===== src/rtl/day3_pkg.sv =====
// Shared types and helpers for the input debouncer.
//   deb_state_t : qualifier FSM state (STABLE / QUALIFY)
//   deb_cnt_w() : width of the consecutive-cycle counter for a given hold time
package day3_pkg;

    typedef enum logic {
        STABLE  = 1'b0,
        QUALIFY = 1'b1
    } deb_state_t;

    // Minimum legal synchroniser depth.
    localparam int DEB_MIN_SYNC_STAGES = 2;

    // The counter must be able to hold DEBOUNCE_CYCLES-1, so $clog2(N+1) always suffices.
    function automatic int deb_cnt_w(input int cycles);
        return $clog2(cycles + 1);
    endfunction

endpackage


===== src/rtl/sync_chain.sv =====
// Multi-flop metastability synchroniser.
// Ports:
//   clk   in  clock
//   reset in  asynchronous active-low reset; all flops load RESET_LEVEL
//   d_i   in  asynchronous input
//   q_o   out synchronised output (last flop of the chain)
module sync_chain #(
    parameter int   STAGES      = 2,
    parameter logic RESET_LEVEL = 1'b0
) (
    input  logic clk,
    input  logic reset,
    input  logic d_i,
    output logic q_o
);

    logic [STAGES-1:0] r_q;

    always_ff @(posedge clk or negedge reset) begin
        if (!reset) begin
            r_q <= {STAGES{RESET_LEVEL}};
        end else begin
            r_q <= {r_q[STAGES-2:0], d_i};
        end
    end

    assign q_o = r_q[STAGES-1];

endmodule


===== src/rtl/input_debouncer.sv =====
// Input debouncer: synchroniser followed by a consecutive-cycle qualifier.
// a_o only follows the synchronised input once it has differed from a_o for
// DEBOUNCE_CYCLES consecutive cycles; any return to the old level restarts.
// Ports:
//   clk    in  clock, all state on posedge
//   reset  in  asynchronous active-low reset
//   a_i    in  raw asynchronous level
//   a_o    out debounced level (flop output)
//   busy_o out high while a candidate change is being qualified
module input_debouncer
    import day3_pkg::*;
#(
    parameter int   SYNC_STAGES     = 2,
    parameter int   DEBOUNCE_CYCLES = 16,
    parameter logic RESET_LEVEL     = 1'b0
) (
    input  logic clk,
    input  logic reset,
    input  logic a_i,
    output logic a_o,
    output logic busy_o
);

    localparam int CNT_W = deb_cnt_w(DEBOUNCE_CYCLES);

    logic             w_s;
    logic             w_done;
    logic [CNT_W-1:0] r_cnt;
    logic             r_a_o;
    deb_state_t       r_state;

    sync_chain #(
        .STAGES      (SYNC_STAGES),
        .RESET_LEVEL (RESET_LEVEL)
    ) u_sync (
        .clk   (clk),
        .reset (reset),
        .d_i   (a_i),
        .q_o   (w_s)
    );

    // This cycle is the last one needed to accept the new level.
    assign w_done = ((int'(r_cnt) + 1) == DEBOUNCE_CYCLES);

    always_ff @(posedge clk or negedge reset) begin
        if (!reset) begin
            r_a_o   <= RESET_LEVEL;
            r_cnt   <= '0;
            r_state <= STABLE;
        end else if (w_s == r_a_o) begin
            // bounce back (or nothing pending): drop all credit
            r_cnt   <= '0;
            r_state <= STABLE;
        end else if (w_done) begin
            r_a_o   <= w_s;
            r_cnt   <= '0;
            r_state <= STABLE;
        end else begin
            r_cnt   <= r_cnt + 1'b1;
            r_state <= QUALIFY;
        end
    end

    assign a_o    = r_a_o;
    assign busy_o = (r_state == QUALIFY);

endmodule


===== config.mk =====
export PLATFORM = sky130hd
export DESIGN_NAME = input_debouncer
export DESIGN_NICKNAME = d
export VERILOG_FILES = /design/src/rtl/day3_pkg.sv /design/src/rtl/sync_chain.sv /design/src/rtl/input_debouncer.sv
export SDC_FILE = /design/constraint.sdc
export NUM_CORES = 1
export LEC_CHECK = 0
export CORE_AREA = 2 2 39 41
export CTS_BUF_LIST = sky130_fd_sc_hd__clkbuf_8
export DETAILED_ROUTE_END_ITERATION = 8
export DIE_AREA = 0 0 41 43
export PLACE_DENSITY = 0.44
export SYNTH_ARGS = -nofsm -noshare
export SYNTH_HDL_FRONTEND = slang
export SYNTH_HIERARCHICAL = 1
export SYNTH_SLANG_ARGS = --single-unit

===== constraint.sdc =====
create_clock -name clk -period 1.3 [get_ports clk]
set_input_delay 0.26 -clock clk [delete_from_list [all_inputs] [get_ports clk]]
set_output_delay 0.26 -clock clk [all_outputs]
set_load 0.005 [all_outputs]

==> results.sh, run 1 <==
export IMPL_synth_most_common_cell="dfrtp_1"
export IMPL_wire_per_inst_um=10.40
export IMPL_gp_congestion=0.6939
export IMPL_r2r_cells=4
export IMPL_fin_area_um2=510.5
export IMPL_critical_path_top_delay_family="flip-flops"
export IMPL_synth_edff_count=0
export IMPL_coreArea_um2=1384
export IMPL_switching_power_w=0.0001277
export IMPL_dpl_cell_area_um2=436.7
export IMPL_io_pins=5
export IMPL_portBuffers=4
export IMPL_clockPowerShare_pct=46.9
export IMPL_layout_drive_gt1_share_pct=29.27
export IMPL_vias=242
export IMPL_status="complete, no violations"
export IMPL_die_x_um=41
export IMPL_postCtsHoldBufs=0
export IMPL_synth_distinct_cells=13
export IMPL_startpoint_type="register"
export IMPL_via_per_inst=4.246
export IMPL_synthCells=28
export IMPL_setup_viol=0
export IMPL_ir_worst_vdd_mv=0.5994
export IMPL_grt_pass1_vias=259
export IMPL_power_frac_comb_pct=6.1
export IMPL_drt_iter0_markers=4
export IMPL_synth_commonest_cells="dfrtp_1, nor2_1"
export IMPL_critPathMaxStageDelay_ns=0.41
export IMPL_fmax_mhz=795.4
export IMPL_grt_ovfl_total=0
export IMPL_r2r_slack_ns=0.04
export IMPL_worstReg2RegStart="r_cnt[0]"
export IMPL_worstPathCellList="nand2_1, nand3b_1, a21oi_4, mux2_4"
export IMPL_slew_headroom_pct=73.35
export IMPL_r2r_end="a_o"
export IMPL_fp_dieH_um=43
export IMPL_netlist_area_leader_share_pct=63.60
export IMPL_synth_area_um2=354.1
export IMPL_antenna_found_initial=0
export IMPL_p_sw_share_pct=19.68
export IMPL_slew_viol_final=0
export IMPL_yosys_area_top_type="dfrtp_1"
export IMPL_seqCellArea_um2=225.2
export IMPL_yosys_warnings=6
export IMPL_synthArstFlopShare_pct=100.0
export IMPL_cp_num_buf_inv=0
export IMPL_hold_path_class="input pin to async pin"
export IMPL_holdWs_ns=0.3267
export IMPL_cts_tree="yes"
export IMPL_post_route_period_util_pct=96.71
export IMPL_fin_setup_tns_ns=0
export IMPL_antenna_cells=0
export IMPL_utilization_pct=36.89
export IMPL_fin_nets=46
export IMPL_area_growth_pct=44.17
export IMPL_wl_um=593
export IMPL_finalClockSkew_ns=0.003241
export IMPL_fill_cells=141
export IMPL_worst_path_max_delay_cell="dfrtp_1"
export IMPL_ys_seq_area_share_pct=63.60
export IMPL_seqPwrFrac_pct=47.0
export IMPL_syn_mean_instance_area_um2=12.65
export IMPL_p_leak_nw=0.2273
export IMPL_post_route_min_period_ns=1.257
export IMPL_cts_path_max_buffers=2
export IMPL_worstSetupEndpointType="register"
export IMPL_clkLatencyLatePin_ns=0.23
export IMPL_synth_area_leaders="dfrtp_1, xnor2_1, xor2_1, ha_1, mux2_1"
export IMPL_cts_max_level=1
export IMPL_clk_pin_slew_worst_paths_ns=0.04
export IMPL_grt_pass1_wl_um=972
export IMPL_num_rows=14
export IMPL_p_int_w=0.0005212
export IMPL_critPathRequiredTime_ns=1.41
export IMPL_multi_input_area_um2=145.1
export IMPL_grtUsageTotal_pct=9.276
export IMPL_cts_sinks=9
export IMPL_clockRootBuffer="clkbuf_8"
export IMPL_finalPower_w=0.0006489
export IMPL_initial_core_util_pct=25.59
export IMPL_finalHoldViolCount=0
export IMPL_firstDrtPassIters=3
export IMPL_crit_arrival_ns=1.37
export IMPL_numCtsBuffers=3
export IMPL_max_cap_violations=0
export IMPL_place_hpwl_um=432.2
export IMPL_grt_start_max_net_pins=10
export IMPL_dieArea_um2=1763
export IMPL_worstMarginPinSlew_ns=0.3985
export IMPL_powerDensity_nw_per_um2=1271
export IMPL_ys_flop_type="dfrtp_1"
export IMPL_synth_fp_nets=32
export IMPL_ys_ff_latch=9
export IMPL_drc=0
export IMPL_path_class="register to register"
export IMPL_ant_nets=0
export IMPL_path_max_fanout=5
worst max path at each step:
stage              from   to  slack (ns)  depth (start not counted)
3_3_place_gp   r_cnt[0]  a_o        0.04                          4
5_1_grt        r_cnt[0]  a_o       -0.01                          4
2_1_floorplan  r_cnt[0]  a_o        0.04                          4
3_5_place_dp   r_cnt[0]  a_o        0.03                          4
4_1_cts        r_cnt[0]  a_o        0.03                          4
6_report       r_cnt[0]  a_o        0.04                          4
sequential cells by signal, summed over array words and instances (netlist names):
name and flops:
a_o 1, r_cnt 5, u_sync/r_q 2, busy_o 1
repair_timing:
item,CTS,global route
endpoints found under the setup margin,2,1
pin swaps,0,1
gates resized for setup,2,4
buffers inserted,1,1
worst register-to-register path, stage by stage (launching register included):
cell and delay, ns:
dfrtp_1 0.41, nand2_1 0.09, nand3b_1 0.13, a21oi_4 0.20, mux2_4 0.31
routing by layer:
layer / track usage [%] / share of wire [%] / wire length, um
met3: 3.141 / 2.5 / 15
met1: 9.122 / 41 / 243
met5: 0 / 0 / 0
met4: 12.00 / 1.3 / 8
met2: 12.50 / 55 / 325
layout by cell type (no fill, tap or decap):
master           count
dlygate4sd2_1        2
xnor2_1              2
clkdlybuf4s50_1      2
nor2_1               3
inv_1                1
a21oi_4              1
nand3b_1             1
ha_2                 1
nor2b_1              1
clkbuf_8             3
buf_4                5
xor2_1               2
mux2_4               1
nand2_1              1
nand3_1              2
nand4b_1             1
nor3_1               2
dfrtp_1              9
nand2_2              1
area by class of cell:
type | instances | area share (%)
Clock inverter | 1 | 0.7353
Sequential cell | 9 | 44.12
Timing Repair Buffer | 9 | 14.71
Tap cell | 16 | 3.922
Clock buffer | 3 | 8.088
Multi-Input combinational cell | 19 | 28.43
logic make-up (layout without fill, tap and decap cells):
kind of cell / Yosys count / count (layout) / share of synthesized area (%)
buffers and inverters: 0 / 13 / 0
AOI/OAI and AO/OA: 1 / 1 / 2.474
xor gates and xnor gates: 4 / 4 / 9.896
DFF: 9 / 9 / 63.61
muxes: 1 / 1 / 3.180
and+or+nand+nor: 12 / 12 / 17.32
adders and majority gates: 1 / 1 / 3.533
metrics by stage:
step                std cells  setup WS, ns
finish                     57       0.04279
global route               57     -0.009505
CTS                        56       0.02624
detailed placement         51       0.03377
global placement           51       0.04130
floorplan                  28       0.04045
power groups by stage:
stage                     Sequential [W]  Combinational [W]  Clock [W]
after floorplan                 0.000306          0.0000155          0
after global placement          0.000307          0.0000364          0
after detailed placement        0.000309          0.0000367          0
after CTS                       0.000305          0.0000361   0.000317
after global routing            0.000307          0.0000437   0.000330
final                           0.000305          0.0000394   0.000305
No activity file was read; power rests on OpenSTA's default activity.
==> run 2: changes to the inputs <==
- PLACE_DENSITY: 0.44 -> 0.43
- SKIP_LAST_GASP: default -> 1
- clock period: 1.3 -> 1.5 ns (I/O delays scaled with it)
==> results.sh, run 2 (synthesis results as in run 1) <==
export IMPL_grt_start_max_net_pins=10
export IMPL_antenna_cells=0
export IMPL_fp_dieH_um=43
export IMPL_cts_tree="yes"
export IMPL_cts_max_level=1
export IMPL_powerDensity_nw_per_um2=1201
export IMPL_largest_reg_flops=5
export IMPL_p_leak_nw=0.2019
export IMPL_num_rows=14
export IMPL_vias=243
export IMPL_critPathRequiredTime_ns=1.20
export IMPL_initial_core_util_pct=25.59
export IMPL_rsz0062_at_grt="false"
export IMPL_wire_per_inst_um=10.64
export IMPL_finalHoldViolCount=0
export IMPL_grtUsageMet2_pct=12.50
export IMPL_grt_pass1_wl_mm=1.035
export IMPL_postCtsHoldBufs=0
export IMPL_setup_viol=0
export IMPL_fmax_mhz=709.5
export IMPL_firstDrtPassIters=1
export IMPL_utilization_pct=33.73
export IMPL_via_per_inst=4.585
export IMPL_path_max_fanout=3
export IMPL_cp_num_buf_inv=1
export IMPL_coreArea_um2=1384
export IMPL_most_common_layout_cells="dfrtp_1, clkdlybuf4s50_1, nor2_1, clkbuf_8"
export IMPL_numCtsBuffers=3
export IMPL_cts_resized=0
export IMPL_worst_path_max_delay_cell="clkdlybuf4s50_1"
export IMPL_finalClockSkew_ns=0.0003696
export IMPL_portBuffers=4
export IMPL_place_hpwl_um=422.4
export IMPL_area_growth_pct=31.80
export IMPL_crit_arrival_ns=1.11
export IMPL_cts_sinks=9
export IMPL_clkLatencyLatePin_ns=0.23
export IMPL_use_met3_pct=3.141
export IMPL_regMostFlops="r_cnt"
export IMPL_slew_viol_final=0
export IMPL_slew_headroom_pct=70.00
export IMPL_cts_path_max_buffers=2
export IMPL_clockRootBuffer="clkbuf_8"
export IMPL_grtUsageTotal_pct=9.878
export IMPL_worstPathCellList="clkdlybuf4s50_1"
export IMPL_critical_path_top_delay_family="buffers and inverters"
export IMPL_gp_congestion=0.7143
export IMPL_r2r_slack_ns=0.19
export IMPL_max_cap_violations=0
export IMPL_fin_nets=42
export IMPL_layout_drive_gt1_share_pct=13.51
export IMPL_globalRouteMet1Util_pct=10.10
export IMPL_drt_iter0_markers=0
export IMPL_worstMarginPinSlew_ns=0.4468
export IMPL_dieArea_um2=1763
export IMPL_cts_setup_buffers=0
export IMPL_startpoint_type="register"
export IMPL_drc=0
export IMPL_grt_pass1_vias=259
export IMPL_worstSetupEndpointType="output port"
export IMPL_ant_nets=0
export IMPL_die_x_um=41
export IMPL_wl_um=564
export IMPL_ir_worst_vdd_mv=0.4873
export IMPL_top_usage_layer="met4"
export IMPL_post_route_period_util_pct=93.96
export IMPL_grt_ovfl_total=0
export IMPL_status="complete, no violations"
export IMPL_critPathMaxStageDelay_ns=0.52
export IMPL_hold_path_class="input pin to async pin"
export IMPL_clk_pin_slew_worst_paths_ns=0.04
export IMPL_fin_setup_tns_ns=0
export IMPL_antenna_found_initial=0
export IMPL_post_route_min_period_ns=1.409
export IMPL_final_common_cell="dfrtp_1"
export IMPL_reg_largest_list="r_cnt (5), u_sync/r_q (2)"
export IMPL_path_class="register to output port"
export IMPL_io_pins=5
run 2: changes by cell type in the layout (fill, tap and decap cells not counted), sizes merged:
cell / before / now
buf: 5 / 1
dlygate4sd2: 2 / 0
clkdlybuf4s50: 2 / 4
run 2: cell type report:
class | count | area, um2
Clock buffer | 3 | 41.29
Multi-Input combinational cell | 19 | 128.9
Timing Repair Buffer | 5 | 47.55
Clock inverter | 1 | 3.754
Fill cell | 145 | 917.1
Sequential cell | 9 | 225.2
Tap cell | 16 | 20.02
run 2: per-stage QoR:
stage               worst slack, ns  area [um2]  total power, W  cells  hold WS, ns
floorplan                    0.2404       354.1       0.0002787     28     0.004409
global placement             0.2238       421.7       0.0002956     49       0.3428
detailed placement           0.1803       421.7       0.0002956     49       0.3517
CTS                         0.07751       466.7       0.0005736     53       0.3612
global route                0.04910       466.7       0.0005923     53       0.3609
finish                      0.09058       466.7       0.0005607     53       0.3561
run 2: final timing paths:
kind,cells after the start,to,startpoint
worst min-delay path,1,busy_o,reset
worst max-delay path,1,a_o,a_o
worst min register to register,0,u_sync/r_q[1],u_sync/r_q[0]
worst max register to register,4,a_o,r_cnt[0]
max in group asynchronous,1,r_cnt[2],reset
min in group clk,0,u_sync/r_q[1],u_sync/r_q[0]
run 2: layer usage:
layer,vias to the layer above,part of all wire [%]
li1,113,-
met5,-,0
met4,0,7.1
met3,5,3.5
met2,6,49
met1,119,40
run 2: report_power, final:
group	total (W)	leakage [nW]	internal [W]	switching [W]
logic	0.0000281	0.0588	0.0000151	0.0000130
clock network	0.000269	0.0269	0.000178	0.0000914
registers	0.000263	0.116	0.000254	0.00000895
total	0.000561	0.202	0.000447	0.000113
==> run 3: changes to the inputs <==
- DONT_BUFFER_PORTS: default -> 1
- PLACE_DENSITY: 0.43 -> 0.38
- SETUP_SLACK_MARGIN: default -> 0.15
- TNS_END_PERCENT: default -> 20
==> results.sh, run 3 (synthesis results as in run 1) <==
export IMPL_cts_sinks=9
export IMPL_powerDensity_nw_per_um2=1248
export IMPL_critPathRequiredTime_ns=1.61
export IMPL_grt_pass1_wl_um=938
export IMPL_dieArea_um2=1763
export IMPL_fmax_mhz=775.0
export IMPL_io_pins=5
export IMPL_largest_reg_flops=5
export IMPL_grt_start_max_net_pins=10
export IMPL_cts_tree="yes"
export IMPL_clk_pin_slew_worst_paths_ns=0.04
export IMPL_place_hpwl_um=398.9
export IMPL_drc=0
export IMPL_area_growth_pct=24.38
export IMPL_finalHoldViolCount=0
export IMPL_holdCritStartpoint="a_i"
export IMPL_via_per_inst=4.120
export IMPL_most_common_layout_cells="dfrtp_1, nor2_1, clkbuf_8"
export IMPL_grtUsageTotal_pct=8.350
export IMPL_cts_path_max_buffers=2
export IMPL_worstReg2RegStart="r_cnt[0]"
export IMPL_dp_cells=45
export IMPL_coreArea_um2=1384
export IMPL_r2r_slack_ns=0.21
export IMPL_post_route_min_period_ns=1.290
export IMPL_worstMarginPinSlew_ns=0.4306
export IMPL_p_leak_nw=0.1875
export IMPL_globalRouteMet1Util_pct=9.428
export IMPL_finalClockSkew_ns=0.002438
export IMPL_cts_max_level=1
export IMPL_final_common_cell="dfrtp_1"
export IMPL_stdcell_count=50
export IMPL_fp_dieH_um=43
export IMPL_regMostFlops="r_cnt"
export IMPL_clockRootBuffer="clkbuf_8"
export IMPL_numCtsBuffers=3
export IMPL_r2r_end="a_o"
export IMPL_reg_largest_list="r_cnt (5), u_sync/r_q (2)"
export IMPL_fin_nets=39
export IMPL_hold_path_class="input pin to register"
export IMPL_num_rows=14
export IMPL_wl_um=513
export IMPL_max_cap_violations=0
export IMPL_grtUsageMet2_pct=12.19
export IMPL_worstSetupEndpointType="register"
export IMPL_ant_nets=0
export IMPL_path_max_fanout=5
export IMPL_fill_cells=145
export IMPL_utilization_pct=31.83
export IMPL_clkLatencyLatePin_ns=0.23
export IMPL_drt_iter0_markers=0
export IMPL_grt_pass1_vias=247
export IMPL_use_met3_pct=0
export IMPL_slew_viol_final=0
export IMPL_slew_headroom_pct=71.09
export IMPL_top_usage_layer="met2"
export IMPL_startpoint_type="register"
export IMPL_wire_per_inst_um=10.26
export IMPL_layout_drive_gt1_share_pct=20.59
export IMPL_path_class="register to register"
export IMPL_initial_core_util_pct=25.59
export IMPL_gp_congestion=0.7363
export IMPL_crit_arrival_ns=1.40
export IMPL_die_x_um=41
export IMPL_firstDrtPassIters=1
export IMPL_ir_worst_vdd_mv=0.5392
export IMPL_r2r_cells=4
export IMPL_grt_ovfl_total=0
export IMPL_antenna_found_initial=0
export IMPL_fin_setup_tns_ns=0
export IMPL_rsz0062_at_grt="false"
export IMPL_post_route_period_util_pct=86.03
export IMPL_holdWs_ns=0.1023
export IMPL_antenna_cells=0
export IMPL_portBuffers=0
export IMPL_whs_path_depth=0
export IMPL_setup_viol=0
export IMPL_status="complete, no violations"
export IMPL_vias=206
export IMPL_whs_endpoint="u_sync/r_q[0]"
==> run 3: changes by cell type in the layout (fill, tap and decap cells not counted), sizes merged <==
| cell | change |
|---|---|
| clkdlybuf4s50 | -4 |
| dlygate4sd3 | +1 |
==> run 3: worst max-delay path, cell delays in order, from the launching register on <==
cell     delay (ns)
dfrtp_2        0.39
ha_2           0.21
nand2_1        0.07
a21oi_2        0.17
mux2_1         0.33
==> run 3: cell type report <==
type / instances / area, um2 / area share (%)
flip-flops and latches: 9 / 226.5 / 51.42
multi-input cells: 19 / 131.4 / 29.83
clock buffers: 3 / 41.29 / 9.375
well taps: 16 / 20.02 / 4.545
repair buffers: 2 / 17.52 / 3.977
clock inverters: 1 / 3.754 / 0.8523
==> run 3: power by group <==
part	internal (W)	switching, W	total, W
clock	0.000177	0.0000852	0.000262
combinational	0.0000106	0.0000121	0.0000226
sequential	0.000255	0.00000980	0.000265
total	0.000443	0.000107	0.000550
==> run 3: worst max path at each step <==
stage | startpoint | depth (start not counted) | end
2_1_floorplan | r_cnt[0] | 4 | a_o
3_3_place_gp | r_cnt[0] | 4 | a_o
3_5_place_dp | r_cnt[0] | 4 | a_o
4_1_cts | r_cnt[0] | 4 | a_o
5_1_grt | r_cnt[0] | 4 | a_o
6_report | r_cnt[0] | 4 | a_o
==> run 3: metrics by stage <==
| step | power (W) | instance area, um2 | worst slack [ns] |
|---|---|---|---|
| 4_1_cts | 0.0005624 | 436.7 | 0.1525 |
| 2_1_floorplan | 0.0002787 | 354.1 | 0.2404 |
| 3_5_place_dp | 0.0002835 | 381.6 | 0.1651 |
| 6_report | 0.0005498 | 440.4 | 0.2096 |
| 3_3_place_gp | 0.0002836 | 381.6 | 0.1829 |
| 5_1_grt | 0.0005794 | 440.4 | 0.1527 |
==> run 3: routing by layer <==
layer	vias up	wire, um
met2	3	287
met3	0	11
met1	97	215
li1	106	-
met4	0	0
met5	-	0
==> run 3: repair_timing <==
action | 4_1_cts | 5_1_grt
buffers inserted | 0 | 0
hold endpoints to repair | 9 | 0
hold buffers | 1 | 0
gates resized for setup | 0 | 2
endpoints found under the setup margin | 0 | 1
